===== src/rtl/spart_pkg.sv =====
// Shared types for the parametrised SPART receiver: FSM states, parity modes,
// the FIFO word layout and the majority-vote helper.
package spart_pkg;

  typedef enum logic [2:0] {
    IDLE,
    START,
    DATA,
    PARITY,
    STOP
  } rx_state_t;

  localparam int PAR_NONE = 0;
  localparam int PAR_ODD  = 1;
  localparam int PAR_EVEN = 2;

  // Widest supported frame; narrower builds zero-extend into this field.
  localparam int MAX_DATA_BITS = 9;

  typedef struct packed {
    logic                     frame_err;
    logic                     parity_err;
    logic [MAX_DATA_BITS-1:0] data;
  } rx_word_t;

  function automatic logic maj3(input logic a, input logic b, input logic c);
    return (a & b) | (a & c) | (b & c);
  endfunction

endpackage


===== src/rtl/spart_rx_fifo.sv =====
// Generic first-word-fall-through FIFO; the head is presented combinationally
// and reads as zero while empty.
module spart_rx_fifo #(
  parameter int WIDTH = 8,
  parameter int DEPTH = 4
) (
  input  logic             clk,
  input  logic             rst,
  input  logic             push,
  input  logic             pop,
  input  logic [WIDTH-1:0] din,
  output logic [WIDTH-1:0] dout,
  output logic             empty,
  output logic             full
);

  localparam int AW = $clog2(DEPTH);
  localparam logic [AW-1:0] PTR_ONE = AW'(1);
  localparam logic [AW:0]   CNT_ONE = (AW + 1)'(1);
  localparam logic [AW:0]   CNT_MAX = (AW + 1)'(DEPTH);

  logic [WIDTH-1:0] mem [DEPTH];
  logic [AW-1:0]    wr_ptr;
  logic [AW-1:0]    rd_ptr;
  logic [AW:0]      count;
  logic             do_push;
  logic             do_pop;

  assign empty   = (count == '0);
  assign full    = (count == CNT_MAX);
  assign do_pop  = pop && !empty;
  // A pop in the same cycle frees the slot, so a full FIFO can still accept.
  assign do_push = push && (!full || do_pop);

  always_ff @(posedge clk) begin
    if (rst) begin
      wr_ptr <= '0;
      rd_ptr <= '0;
      count  <= '0;
    end else begin
      if (do_push) wr_ptr <= wr_ptr + PTR_ONE;
      if (do_pop)  rd_ptr <= rd_ptr + PTR_ONE;
      case ({do_push, do_pop})
        2'b10:   count <= count + CNT_ONE;
        2'b01:   count <= count - CNT_ONE;
        default: count <= count;
      endcase
    end
  end

  always_ff @(posedge clk) begin
    if (do_push) mem[wr_ptr] <= din;
  end

  assign dout = empty ? '0 : mem[rd_ptr];

endmodule


===== src/rtl/spart_rx_fifo_param.sv =====
// Oversampled async-serial receiver feeding an FWFT word FIFO with sticky overrun.
// Define SPART_RX_MAJORITY_EN for 2-of-3 majority sampling around each mid-bit point.
module spart_rx_fifo_param
  import spart_pkg::*;
#(
  parameter int DATA_BITS   = 8,
  parameter int OVERSAMPLE  = 16,
  parameter int PARITY_MODE = 0,
  parameter int STOP_BITS   = 1,
  parameter int FIFO_DEPTH  = 4
) (
  input  logic                 clk,
  input  logic                 rst,
  input  logic                 enable,
  input  logic                 rxd,
  input  logic                 rd,
  input  logic                 clr_ovr,
  output logic [DATA_BITS-1:0] data,
  output logic                 frame_err,
  output logic                 parity_err,
  output logic                 rda,
  output logic                 overrun,
  output logic                 busy
);

  localparam int CNT_W = $clog2(OVERSAMPLE + 1);
`ifdef SPART_RX_MAJORITY_EN
  localparam int MAJ_OFF = 1;
`else
  localparam int MAJ_OFF = 0;
`endif
  // Decisions land MAJ_OFF ticks after the true mid-point; data bits then
  // follow every OVERSAMPLE ticks from that decision.
  localparam logic [CNT_W-1:0] START_DEC = CNT_W'(OVERSAMPLE / 2 + MAJ_OFF - 1);
  localparam logic [CNT_W-1:0] BIT_DEC   = CNT_W'(OVERSAMPLE - 1);
  localparam logic [3:0]       LAST_DATA = 4'(DATA_BITS - 1);
  localparam logic [3:0]       LAST_STOP = 4'(STOP_BITS - 1);

  logic                 rx_meta;
  logic                 rxs;
  logic                 rx_last;
  logic                 bit_val;
  rx_state_t            state;
  rx_state_t            state_nxt;
  logic [CNT_W-1:0]     tick_cnt;
  logic [3:0]           bit_cnt;
  logic                 at_dec;
  logic                 push;
  logic [DATA_BITS-1:0] shreg;
  logic                 frame_acc;
  logic                 par_err_r;
  rx_word_t             push_word;
  rx_word_t             head;
  logic                 fifo_empty;
  logic                 fifo_full;
  logic                 unused_head_data;

`ifdef SPART_RX_MAJORITY_EN
  logic [1:0] rx_hist;
  assign rx_last = rx_hist[0];
  assign bit_val = maj3(rx_hist[1], rx_hist[0], rxs);
`else
  logic rx_hist;
  assign rx_last = rx_hist;
  assign bit_val = rxs;
`endif

  always_comb begin
    state_nxt = state;
    at_dec    = 1'b0;
    push      = 1'b0;
    if (enable) begin
      case (state)
        IDLE: if (!rxs && rx_last) state_nxt = START;
        START: begin
          at_dec = (tick_cnt == START_DEC);
          if (at_dec) state_nxt = bit_val ? IDLE : DATA;
        end
        DATA: begin
          at_dec = (tick_cnt == BIT_DEC);
          if (at_dec && bit_cnt == LAST_DATA)
            state_nxt = (PARITY_MODE != PAR_NONE) ? PARITY : STOP;
        end
        PARITY: begin
          at_dec = (tick_cnt == BIT_DEC);
          if (at_dec) state_nxt = STOP;
        end
        STOP: begin
          at_dec = (tick_cnt == BIT_DEC);
          if (at_dec && bit_cnt == LAST_STOP) begin
            state_nxt = IDLE;
            push      = 1'b1;
          end
        end
        default: state_nxt = IDLE;
      endcase
    end
  end

  // Stage p0: synchroniser, sample history, FSM and counters
  always_ff @(posedge clk) begin
    if (rst) begin
      rx_meta  <= 1'b1;
      rxs      <= 1'b1;
      rx_hist  <= '1;
      state    <= IDLE;
      tick_cnt <= '0;
      bit_cnt  <= '0;
    end else begin
      rx_meta <= rxd;
      rxs     <= rx_meta;
      if (enable) begin
        rx_hist <= $bits(rx_hist)'({rx_hist, rxs});
        state   <= state_nxt;
        if (state_nxt != state || at_dec || state == IDLE) tick_cnt <= '0;
        else                                                tick_cnt <= tick_cnt + CNT_W'(1);
        if (state_nxt != state) bit_cnt <= '0;
        else if (at_dec)        bit_cnt <= bit_cnt + 4'd1;
      end
    end
  end

  // Stage p1: word assembly; fully rewritten each frame so no reset needed
  always_ff @(posedge clk) begin
    if (at_dec) begin
      case (state)
        START: begin
          frame_acc <= 1'b0;
          par_err_r <= 1'b0;
        end
        DATA:    shreg     <= {bit_val, shreg[DATA_BITS-1:1]};
        PARITY:  par_err_r <= ((^shreg) ^ bit_val) != (PARITY_MODE == PAR_ODD);
        STOP:    frame_acc <= frame_acc | ~bit_val;
        default: ;
      endcase
    end
  end

  assign push_word.frame_err  = frame_acc | ~bit_val;
  assign push_word.parity_err = par_err_r;
  assign push_word.data       = MAX_DATA_BITS'(shreg);

  spart_rx_fifo #(
    .WIDTH($bits(rx_word_t)),
    .DEPTH(FIFO_DEPTH)
  ) u_fifo (
    .clk  (clk),
    .rst  (rst),
    .push (push),
    .pop  (rd),
    .din  (push_word),
    .dout (head),
    .empty(fifo_empty),
    .full (fifo_full)
  );

  always_ff @(posedge clk) begin
    if (rst)                                 overrun <= 1'b0;
    else if (push && fifo_full && !(rd && rda)) overrun <= 1'b1;
    else if (clr_ovr)                        overrun <= 1'b0;
  end

  assign unused_head_data = ^head.data;
  assign data       = head.data[DATA_BITS-1:0];
  assign frame_err  = head.frame_err;
  assign parity_err = head.parity_err;
  assign rda        = !fifo_empty;
  assign busy       = (state != IDLE);

endmodule


===== config.mk =====
export PLATFORM = sky130hd
export DESIGN_NAME = spart_rx_fifo_param
export DESIGN_NICKNAME = d
export VERILOG_FILES = /design/src/rtl/spart_pkg.sv /design/src/rtl/spart_rx_fifo.sv /design/src/rtl/spart_rx_fifo_param.sv
export SDC_FILE = /design/constraint.sdc
export NUM_CORES = 1
export LEC_CHECK = 0
export CELL_PAD_IN_SITES_DETAIL_PLACEMENT = 1
export CELL_PAD_IN_SITES_GLOBAL_PLACEMENT = 1
export CORE_MARGIN = 5
export CORE_UTILIZATION = 39
export CTS_CLUSTER_SIZE = 10
export DETAILED_ROUTE_END_ITERATION = 10
export PLACE_DENSITY_LB_ADDON = 0.1
export SYNTH_ARGS = -nofsm -noshare
export SYNTH_HDL_FRONTEND = slang
export SYNTH_SLANG_ARGS = --single-unit

===== constraint.sdc =====
create_clock -name clk -period 3.14 [get_ports clk]
set_input_delay 0.314 -clock clk [delete_from_list [all_inputs] [get_ports clk]]
set_output_delay 0.314 -clock clk [all_outputs]
set_load 0.01 [all_outputs]

Yosys cells after proc, flatten, opt, wreduce, memory -nomap -nowiden
Memory sizes are Yosys's and may differ from the RTL's. A register that Yosys moved wholly into a read port is not among the register bits.
Index checks and enable logic that the tools add are counted.
{"block": "totals", "ff_bits": 33, "mem_bits_rw": 40, "inputBits": 6, "out_inout_bits": 13, "word_cells": 89, "mem_count": 1}
{"block": "classes", "add_sub_neg": 6, "n_eq_ne": 11, "muxes": 26, "bitwise": 3, "n_reduce_logical": 29}
{"name": "u_fifo.mem", "depth": 4, "width": 10, "rd": 1, "rd_clocked_by_memory_dff": 1, "wr": 1, "line_no": "spart_rx_fifo.sv:22", "rtl": "logic [WIDTH-1:0] mem [DEPTH];"}
{"op": "2-to-1 mux 3 bit", "count": 6}
{"op": "case mux 3 bit (5 select lines)", "count": 1}
{"op": "2-to-1 mux 11 bit", "count": 1}
{"op": "nonzero test 2 bit", "count": 5}
{"op": "2-to-1 mux 1 bit", "count": 8}
{"op": "2-to-1 mux 4 bit", "count": 2}
{"op": "AND reduction 2 bit", "count": 4}
{"op": "parity 8 bit", "count": 1}
{"op": "logical AND 1 bit", "count": 7}
{"op": "equality test 3 x 2 -> 1 bit (second input constant)", "count": 2}
{"op": "equality test 3 bit (second input constant)", "count": 2}
{"op": "zero test 3 bit", "count": 2}
{"op": "2-to-1 mux 2 bit", "count": 3}
{"op": "case mux 1 bit (2 select lines)", "count": 3}
{"op": "case mux 3 bit (2 select lines)", "count": 1}
{"op": "adder 5 x 1 -> 5 bit (second input constant)", "count": 1}
{"op": "equality test 5 x 3 -> 1 bit (second input constant)", "count": 1}
{"op": "equality test 5 x 4 -> 1 bit (second input constant)", "count": 1}
{"op": "2-to-1 mux 5 bit", "count": 1}
{"op": "adder 2 x 1 -> 2 bit (second input constant)", "count": 2}
{"op": "adder 4 x 1 -> 4 bit (second input constant)", "count": 1}
{"op": "equality test 4 x 3 -> 1 bit (second input constant)", "count": 1}
{"op": "zero test 1 bit", "count": 4}
{"op": "zero test 4 bit", "count": 1}
{"op": "12 further kinds", "count": 14}

Logic depth before layout (Yosys ltp)
Gate-level depths: netlist of run 1.
{"block": "logic_depth", "depth_word": 9, "mapped_depth": 15, "depth_no_buf": 13}

Modules after synthesis
A second synthesis of run 1 with hierarchy kept.
{"block": "unflattened", "cells_unflattened": 275, "area_unflattened_um2": 3784.9}
{"module": "spart_rx_fifo", "instances": 1, "cells_each": 137, "area_each_um2": 2379.8}
{"module": "spart_rx_fifo_param", "instances": 1, "cells_each": 138, "area_each_um2": 1405.1}

Worst setup path after synthesis of run 1
No wires, ideal clock.
{"block": "synth_path", "kind": "reg2reg", "from": "reg tick_cnt[0]", "to": "reg u_fifo.count[2]", "setup_ns": 0.070, "t_arrival_ns": 2.916, "required_ns": 3.070, "path_slack_ns": 0.154, "path_stages_with_launch": 16, "n_path_buf": 2, "period_less_slack_ns": 2.986, "path_cell_list": "dfxtp_1 > ha_1 > and3_2 > ha_1 > buf_2 > and4bb_1 > and4_1 > nor2b_1 > buf_2 > inv_1 > ha_1 > inv_1 > fa_1 > xor2_1 > or3_1 > a21oi_1"}
{"block": "synth_between", "elab_chain_cells": 8, "elab_cells_between_ends": 10, "classes_between": "eq/ne: 3; mux: 4; reduce/logical: 3"}
{"item": "from (decl)", "line_no": "spart_rx_fifo_param.sv:45", "rtl": "logic [CNT_W-1:0] tick_cnt;"}
{"item": "from (signal assigned)", "line_no": "spart_rx_fifo_param.sv:116", "rtl": "else tick_cnt <= tick_cnt + CNT_W'(1);"}
{"item": "equality test 5 x 4 -> 1 bit *", "line_no": "spart_rx_fifo_param.sv:89", "rtl": "at_dec = (tick_cnt == BIT_DEC);"}
{"item": "logical AND 1 bit *", "line_no": "spart_rx_fifo_param.sv:90", "rtl": "if (at_dec && bit_cnt == LAST_STOP) begin"}
{"item": "2-to-1 mux 1 bit *", "line_no": "spart_rx_fifo_param.sv:90"}
{"item": "2-to-1 mux 1 bit *", "line_no": "spart_rx_fifo_param.sv:73", "rtl": "case (state)"}
{"item": "2-to-1 mux 1 bit *", "line_no": "spart_rx_fifo_param.sv:72", "rtl": "if (enable) begin"}
{"item": "logical AND 1 bit *", "line_no": "spart_rx_fifo.sv:33", "rtl": "assign do_push = push && (!full || do_pop);"}
{"item": "equality test 2 x 1 -> 1 bit / equality test 2 bit (equally long branches)", "line_no": "spart_rx_fifo.sv:43", "rtl": "case ({do_push, do_pop})"}
{"item": "case mux 3 bit (2 select lines) / nonzero test 2 bit (equally long branches)"}
{"item": "to (signal assigned)", "line_no": "spart_rx_fifo.sv:44", "rtl": "2'b10: count <= count + CNT_ONE;"}
{"item": "to (signal assigned)", "line_no": "spart_rx_fifo.sv:45", "rtl": "2'b01: count <= count - CNT_ONE;"}
{"item": "to (signal assigned)", "line_no": "spart_rx_fifo.sv:46", "rtl": "default: count <= count;"}
{"item": "to (decl)", "line_no": "spart_rx_fifo.sv:25", "rtl": "logic [AW:0] count;"}
Every way passes the cells marked *; elsewhere a longest branch is shown, timed or not.
A chain may end at the register's enable or synchronous reset.

Worst setup path in the final report of run 1
Same ends and word-level chain as after synthesis.

==> results_dict.tcl, run 1 <==
set metrics [dict create \
    outcome "complete, no violations" \
    grt_pass1_wl_um 10800 \
    finalCriticalPeriod_ns 2.91 \
    fill_cells 876 \
    fin_ws_ns 0.232 \
    setup_violations 0 \
    path_max_fanout 4 \
    avgRoutedWirePerCell_um 16.3 \
    dieArea_um2 10500 \
    syn_nets 274 \
    final_cell_count_no_fill 392 \
    vdd_ir_drop_max_uv 257 \
    grt_overflow 0 \
    area_delta_synth_final_pct 15.8 \
    cts-root-buf "clkbuf_8" \
    slew_violations 0 \
    port_buffers 18 \
    routed_wl_um 6400 \
    critPathArrivalTime_ns 3.19 \
    worst_pin_slew_ns 0.527 \
    drc 0 \
    post_cts_buffers 0 \
    synth_flop_cell "edfxtp_1" \
    avgSynthCellArea_um2 12.9 \
    yosys-top-cells-area "edfxtp_1, dfxtp_1, mux4_2" \
    fmax_mhz 344 \
    numCtsBuffers 9 \
    cts_tree "yes" \
    crit_path_end_kind "flip-flop" \
    vias 2033 \
    fin_crit_sh 0.926 \
    fin_tns_setup_ns 0 \
    start_util 0.403 \
    place_inst 376 \
    cts_max_path_buffers 2 \
    cts_resized 0 \
    rows 33 \
    crit_slowest_cell "fa_1" \
    yosys.area.top_type_share 0.451 \
    slowest_delay_ns 0.37 \
    synth_seq_cells 75 \
    dpl_worst_slack_ns 0.196 \
    track_usage 0.139 \
    fp.dieW_um 102 \
    start_kind "flip-flop" \
    worstSkewPairLatency_ns 0.35 \
    powerDensity_nw_per_um2 483 \
    rsz0062_at_grt "false" \
    cts_max_level 3 \
    synth-async-reset-ratio 0 \
    clkTransAtPathRegs_ns 0.08 \
    gp_congestion 0.760 \
    nNetsFinal 298 \
    ys_types 49 \
    diodes 0 \
    stdcell_area_um2 3850 \
    dpl_cell_area_um2 3630 \
    hold_buffers 0 \
    clkSinkCount 75 \
    grt_pass1_vias 2154 \
    grt_max_degree 18 \
    path_buf_inv 2 \
    drt-initial-drc-count 81 \
    synth-edff-count 50 \
    cap_violations 0 \
    syn-cell-area_um2 3330 \
    synthCells 258 \
    antenna_found_initial 0 \
    total_power_mw 1.86 \
    ioPinCount 19 \
    required_ns 3.42 \
    drt-vias-per-instance 5.19 \
    die_h_um 102 \
    seq_area_frac_synth 0.602 \
    dr.pass1.iters 4 \
    slew-limit-headroom 0.649 \
    synth_area_leader_cell "edfxtp_1" \
    antenna_left 0 \
    drive_above_1_share 0.146 \
    path_cells "ha_2 > and3_2 > ha_1 > and4bb_2 > and4_1 > nor2b_1 > inv_1 > ha_2 > inv_1 > fa_1 > xor2_1 > or3_1 > a21oi_1" \
    hold_slack_ns 0.419 \
    worst_clock_skew_ns 0.00863 \
    path_class "reg2reg" \
    core_um2 8260 \
    cp_top_family "simple AND/OR/NAND/NOR gates" \
    hold_violations 0 \
    min-delay-path-class "reg2reg" \
    fin_util 0.467 \
    dp_hpwl_um 4530 \
    leakage_nw 1.29 \
    yosysWarnings 0 \
]
final timing paths:
check                                 start               to  slack (ns)  cells after the start
worst min-delay path                rx_meta          bit_val        0.42                      1
worst max register to register  tick_cnt[0]  u_fifo.count[2]        0.23                     13
worst min register to register      rx_meta          bit_val        0.42                      1
worst max-delay path            tick_cnt[0]  u_fifo.count[2]        0.23                     13
cells in the final DEF, fill, tap and decap left out, drive strengths merged, types with 2 or more instances in the layout:
master          n
edfxtp         50
nor2           25
dfxtp          25
clkdlybuf4s50  18
and2           16
clkbuf         14
a21oi          13
inv            12
xnor2          12
mux4           10
o21ai           9
ha              9
nand2           8
buf             6
nor3            5
or3             5
nand2b          5
xor2            4
nor2b           3
a21o            3
mux2i           3
and3            3
or2             3
a31oi           2
nand3           2
nor3b           2
clkinv          2
cells by family (layout without fill, tap and decap cells):
logic type	Yosys count	after routing	share of synthesized area
flops	75	75	0.602
buf+inv	23	52	0.0304
mux	13	13	0.0767
compound gates	36	36	0.0684
fa+ha+maj	10	10	0.0399
xor+xnor	16	16	0.0421
simple gates	85	85	0.141
synth_stat cells, types with 3 or more instances:
master and instances:
edfxtp_1 50, dfxtp_1 25, nor2_1 25, and2_1 16, a21oi_1 13, inv_1 12
xnor2_1 12, mux4_2 10, ha_1 9, o21ai_0 9, nand2_1 8, clkbuf_1 5
nor3_1 5, buf_2 4, nand2b_1 4, or3_1 4, xor2_1 4, a21o_1 3
mux2i_1 3, nor2b_1 3
sequential cells by signal, indices dropped and copies added, names as in the netlist, named ones only:
register,cells
bit_cnt,4
bit_val,1
frame_acc,1
overrun,1
par_err_r,1
rx_hist,1
rx_meta,1
shreg,8
state,3
tick_cnt,5
u_fifo.count,3
u_fifo.mem,40
u_fifo.rd_ptr,2
u_fifo.wr_ptr,2
metal layers:
metal | wire (um) | GRT usage | vias to the layer above
li1 | - | - | 977
met1 | 3000 | 0.173 | 1022
met2 | 3090 | 0.226 | 25
met3 | 192 | 0.0362 | 9
met4 | 113 | 0.0636 | 0
met5 | 0 | 0 | -
worst register-to-register path: cells and delay by family, from the launching register on:
kind	cells	cell delay (ns)
xor+xnor	1	0.16
simple gates	5	1.14
flops	1	0.34
buf+inv	2	0.13
fa+ha+maj	4	0.94
compound gates	1	0.14
report_power, final:
part | internal [mW] | switching [mW]
clock | 0.428 | 0.353
sequential | 1.04 | 0.00325
combinational | 0.0159 | 0.0204
final cells by class:
| cell class | count | area, um^2 | share of cell area |
|---|---|---|---|
| clock buffer | 14 | 205 | 0.0533 |
| multi-input combinational | 160 | 1230 | 0.319 |
| timing repair buffer | 24 | 225 | 0.0585 |
| sequential | 75 | 2000 | 0.520 |
| clock inverter | 2 | 13.8 | 0.00357 |
| tap | 105 | 131 | 0.0341 |
| inverter | 12 | 45.0 | 0.0117 |
Power figures use the tool's default switching activity.
==> run 2, diff against run 1 <==
--- a/config.mk
+++ b/config.mk
@@ -5,6 +5,7 @@
 export SDC_FILE = /design/constraint.sdc
 export NUM_CORES = 1
 export LEC_CHECK = 0
+export ABC_AREA = 1
 export CELL_PAD_IN_SITES_DETAIL_PLACEMENT = 1
 export CELL_PAD_IN_SITES_GLOBAL_PLACEMENT = 1
 export CORE_MARGIN = 5
==> run 2 against run 1 <==
  * Clock power decreased by 4.0%
  * Sequential share of layout area is 0.37 points lower
  * Power rose by 15%
  * Synthesized cell count rose by 30%
  * Worst setup slack improved by 0.22 ns
  * Cell count is 21% higher
  * Non-clock buffer count grew 2
  * Critical path type is now reg2out
  * Critical endpoint is now frame_err
  * Highest routed layer unchanged
==> results_dict.tcl, run 2 <==
set metrics [dict create \
    largest_register_ffs 40 \
    fp.dieW_um 103 \
    grt_max_degree 21 \
    ys_types 33 \
    clkSinkCount 75 \
    final_cell_mix "nor2_1, edfxtp_1, inv_1" \
    mostFrequentLayoutCell "nor2_1" \
    seq_area_frac_synth 0.597 \
    track_usage 0.152 \
    synth_compound_area_frac 0.0990 \
    nNetsFinal 379 \
    synth_area_leader_cell "edfxtp_1" \
    setup_violations 0 \
    fill_cells 932 \
    drive_above_1_share 0.111 \
    rows 33 \
    slew-limit-headroom 0.551 \
    yosys.area.top_type_share 0.448 \
    powerDensity_nw_per_um2 553 \
    cts-root-buf "clkbuf_8" \
    synthSimpleGateAreaFrac 0.180 \
    synth_mux_area_frac 0.00299 \
    avgSynthCellArea_um2 9.97 \
    cts_tree "yes" \
    core_um2 8300 \
    drt-vias-per-instance 4.93 \
    worst_clock_skew_ns 0.0125 \
    outcome "complete, no violations" \
    rr_startpoint "tick_cnt[0]" \
    cts_resized 0 \
    synth_xor_area_frac 0.0314 \
    diodes 0 \
    synth_seq_cells 75 \
    numCtsBuffers 9 \
    rsz0062_at_grt "false" \
    path_max_fanout 11 \
    hp-start "rx_meta" \
    start_kind "flip-flop" \
    synth_top_family_by_area "simple AND/OR/NAND/NOR gates" \
    vias 2331 \
    leakage_nw 1.42 \
    yosys-top-cells-count "nor2_1, edfxtp_1, inv_1" \
    area_delta_synth_final_pct 15.8 \
    grt_pass1_vias 2440 \
    cts_max_level 3 \
    synth_flop_cell "edfxtp_1" \
    synth-async-reset-ratio 0 \
    syn_nets 352 \
    slew_violations 0 \
    regMostFlops "u_fifo.mem" \
    ioPinCount 19 \
    worstSkewPairLatency_ns 0.35 \
    yosysWarnings 0 \
    hold_buffers 0 \
    fmax_mhz 373 \
    synthAdderAreaFrac 0.0396 \
    drc 0 \
    crit_path_end_kind "primary output" \
    port_buffers 18 \
    gp_congestion 0.789 \
    fin_crit_sh 0.855 \
    drt-initial-drc-count 67 \
    synth.most_common_cell "nor2_1" \
    min-delay-path-class "reg2reg" \
    dieArea_um2 10500 \
    post_cts_buffers 0 \
    clkTransAtPathRegs_ns 0.09 \
    antenna_found_initial 0 \
    dr.pass1.iters 5 \
    grt_overflow 0 \
    cap_violations 0 \
    synth-edff-count 50 \
    required_ns 2.83 \
    vdd_ir_drop_max_uv 213 \
    routed_wl_um 7200 \
    path_class "reg2out" \
    reg_top3 "u_fifo.mem (40), shreg (8), tick_cnt (5)" \
    start_util 0.404 \
    yosys-top-cells-area "edfxtp_1, dfxtp_1, nor2_1" \
    total_power_mw 2.15 \
    finalCriticalPeriod_ns 2.68 \
    dp_hpwl_um 5210 \
    synthCells 336 \
    grt_pass1_wl_um 12100 \
    antenna_left 0 \
    cts_max_path_buffers 2 \
    worst_pin_slew_ns 0.671 \
    critPathArrivalTime_ns 2.37 \
    avgRoutedWirePerCell_um 15.2 \
    die_h_um 103 \
    hold_violations 0 \
    syn-cell-area_um2 3350 \
    fin_tns_setup_ns 0 \
]
## run 2: per-layer routing
metal  part of all wire  GRT usage
met1               0.47      0.190
met2               0.49      0.256
met3              0.027     0.0359
met4              0.011     0.0555
met5                  0          0
## run 2: layout make-up
class	count	area, um^2	area share
sequential	75	2000	0.516
multi-input combinational	217	1180	0.304
inverter	34	128	0.0329
clock inverter	7	73.8	0.0190
timing repair buffer	26	240	0.0619
clock buffer	9	124	0.0319
tap	105	131	0.0339
## run 2: stage by stage
stage	worst slack (ns)	utilization	area (um^2)	hold slack (ns)	instances
after floorplan	0.868	-	3350	0.383	336
after global placement	0.569	0.444	3680	0.394	457
after detailed placement	0.456	0.444	3680	0.398	457
after CTS	0.367	0.468	3880	0.415	473
after global routing	0.203	0.468	3880	0.423	473
final	0.457	0.468	3880	0.414	473
## run 2: path summary, 6_finish.rpt
check,end,slack [ns],depth (start not counted)
min reg2reg,bit_val,0.41,1
max reg2reg,u_fifo.count[2],0.48,14
max,frame_err,0.46,5
min,bit_val,0.41,1
## run 2: report_power, final
part	internal (mW)	leakage [nW]	switching [mW]
logic	0.128	0.657	0.178
registers	1.06	0.656	0.0287
clock network	0.373	0.102	0.377
total	1.56	1.42	0.583
## run 2: kinds of logic (layout without fill, tap and decap cells)
kind of cell | Yosys count | count (layout)
compound gates | 60 | 60
xor+xnor | 12 | 12
fa+ha+maj | 10 | 10
buf+inv | 44 | 76
flops | 75 | 75
mux | 1 | 1
simple gates | 134 | 134
## run 2: worst max-delay path, cell delays in order, from the launching register on
cell and delay [ns]:
dfxtp_1 0.57, clkinv_1 0.40, nor2_1 0.20, o21ai_0 0.10
a21oi_1 0.18, clkdlybuf4s50_1 0.56
==> run 3, diff against run 2 <==
--- a/config.mk
+++ b/config.mk
@@ -12,7 +12,8 @@
 export CORE_UTILIZATION = 39
 export CTS_CLUSTER_SIZE = 10
 export DETAILED_ROUTE_END_ITERATION = 10
-export PLACE_DENSITY_LB_ADDON = 0.1
+export PLACE_DENSITY_LB_ADDON = 0.08
+export SLEW_MARGIN = 40
 export SYNTH_ARGS = -nofsm -noshare
 export SYNTH_HDL_FRONTEND = slang
 export SYNTH_SLANG_ARGS = --single-unit
==> run 3 against run 2 <==
  * Worst setup slack got worse by 0.011 ns
  * Clock power rose by 6.7%
  * Cell area rose by 0.26%
  * Non-clock buffer count fell by 1
  * Critical path depth did not move
  * Clock skew fell by 0.0060 ns
  * Global-route usage fell by 0.40 points
  * Combinational power fell by 2%
  * Hold slack improved by 0.0056 ns
  * Power rose by 2.0%
  * Die area did not move
  * Largest power group unchanged
==> results_dict.tcl, run 3 (synthesized netlist as in run 2, its figures left out) <==
set metrics [dict create \
    drt-initial-drc-count 79 \
    fin_tns_setup_ns 0 \
    grt_max_degree 21 \
    crit_path_end_kind "primary output" \
    fill_cells 954 \
    worst_clock_skew_ns 0.00648 \
    dr.pass1.iters 4 \
    diodes 0 \
    fin_crit_sh 0.858 \
    cts_tree "yes" \
    cts_max_path_buffers 2 \
    grt_pass1_wl_um 11700 \
    min-delay-path-class "reg2reg" \
    avgRoutedWirePerCell_um 14.7 \
    drc 0 \
    gp_congestion 0.816 \
    outcome "complete, no violations" \
    area_delta_synth_final_pct 16.1 \
    ioPinCount 19 \
    fin_util 0.469 \
    cts_resized 0 \
    start_util 0.404 \
    leakage_nw 1.42 \
    final_cell_mix "nor2_1, edfxtp_1, inv_1" \
    antenna_found_initial 0 \
    die_h_um 103 \
    dpl_cell_area_um2 3670 \
    fin_ws_ns 0.446 \
    routed_wl_um 6950 \
    largest_register_ffs 40 \
    drive_above_1_share 0.109 \
    dp_hpwl_um 5000 \
    mostFrequentLayoutCell "nor2_1" \
    start_kind "flip-flop" \
    post_cts_buffers 0 \
    stdcell_area_um2 3890 \
    cp_top_family "buffers and inverters" \
    core_um2 8300 \
    port_buffers 18 \
    grt_overflow 0 \
    worst_pin_slew_ns 0.662 \
    path_buf_inv 2 \
    slew_violations 0 \
    regMostFlops "u_fifo.mem" \
    clkTransAtPathRegs_ns 0.08 \
    vias 2317 \
    worstSkewPairLatency_ns 0.34 \
    dieArea_um2 10500 \
    numCtsBuffers 9 \
    path_cells "clkinv_1 > nor2_1 > o21ai_0 > a21oi_1 > clkdlybuf4s50_1" \
    clkSinkCount 75 \
    rsz0062_at_grt "false" \
    nNetsFinal 378 \
    hold_violations 0 \
    cts-root-buf "clkbuf_8" \
    cts_max_level 3 \
    ff2ff_setup_slack_ns 0.59 \
    cap_violations 0 \
    vdd_ir_drop_max_uv 251 \
    antenna_left 0 \
    reg_top3 "u_fifo.mem (40), shreg (8), tick_cnt (5)" \
    path_max_fanout 11 \
    crit_slowest_cell "dfxtp_1" \
    grt_pass1_vias 2370 \
    finalCriticalPeriod_ns 2.69 \
    slew-limit-headroom 0.557 \
    drt-vias-per-instance 4.91 \
    dpl_worst_slack_ns 0.588 \
    powerDensity_nw_per_um2 563 \
    hold_buffers 0 \
    critPathArrivalTime_ns 2.38 \
    fmax_mhz 371 \
    slowest_delay_ns 0.61 \
    track_usage 0.148 \
    rows 33 \
    required_ns 2.83 \
    setup_violations 0 \
    path_class "reg2out" \
    fp.dieW_um 103 \
]
==> run 3: cell types whose count changed in the layout (fill, tap and decap cells not counted) <==
cell        delta
buf_4          -1
bufinv_16      +1
clkbuf_1       +1
clkinv_1       -1
clkinvlp_2     +1
inv_6          -2
==> run 3: through the flow <==
stage          std cells  total power [mW]  hold slack (ns)
2_1_floorplan        336              1.29            0.383
3_3_place_gp         456              1.41            0.396
3_5_place_dp         456              1.42            0.399
4_1_cts              472              2.23            0.419
5_1_grt              472              2.32            0.436
6_report             472              2.19            0.419
==> run 3: routing by layer <==
layer,track usage,share of wire
met1,0.179,0.45
met2,0.260,0.51
met3,0.0345,0.025
met4,0.0454,0.0085
met5,0,0
==> run 3: where the power goes <==
group | leakage [nW] | internal, mW | total (mW) | switching (mW)
registers | 0.656 | 1.06 | 1.09 | 0.0282
logic | 0.653 | 0.126 | 0.299 | 0.173
clock network | 0.107 | 0.449 | 0.799 | 0.350
==> run 3: layout make-up <==
cell class,instances,area [um^2],area share
multi-input combinational,217,1180,0.304
timing repair buffer,25,233,0.0598
inverter,34,128,0.0328
sequential,75,2000,0.515
clock buffer,10,128,0.0328
clock inverter,6,87.6,0.0225
tap,105,131,0.0338
==> run 3: worst paths after layout <==
| check | endpoint | depth (start not counted) | startpoint |
|---|---|---|---|
| max | parity_err | 5 | flip-flop |
| min | bit_val | 1 | rx_meta |
| min reg2reg | bit_val | 1 | rx_meta |
| max reg2reg | u_fifo.count[2] | 14 | tick_cnt[0] |
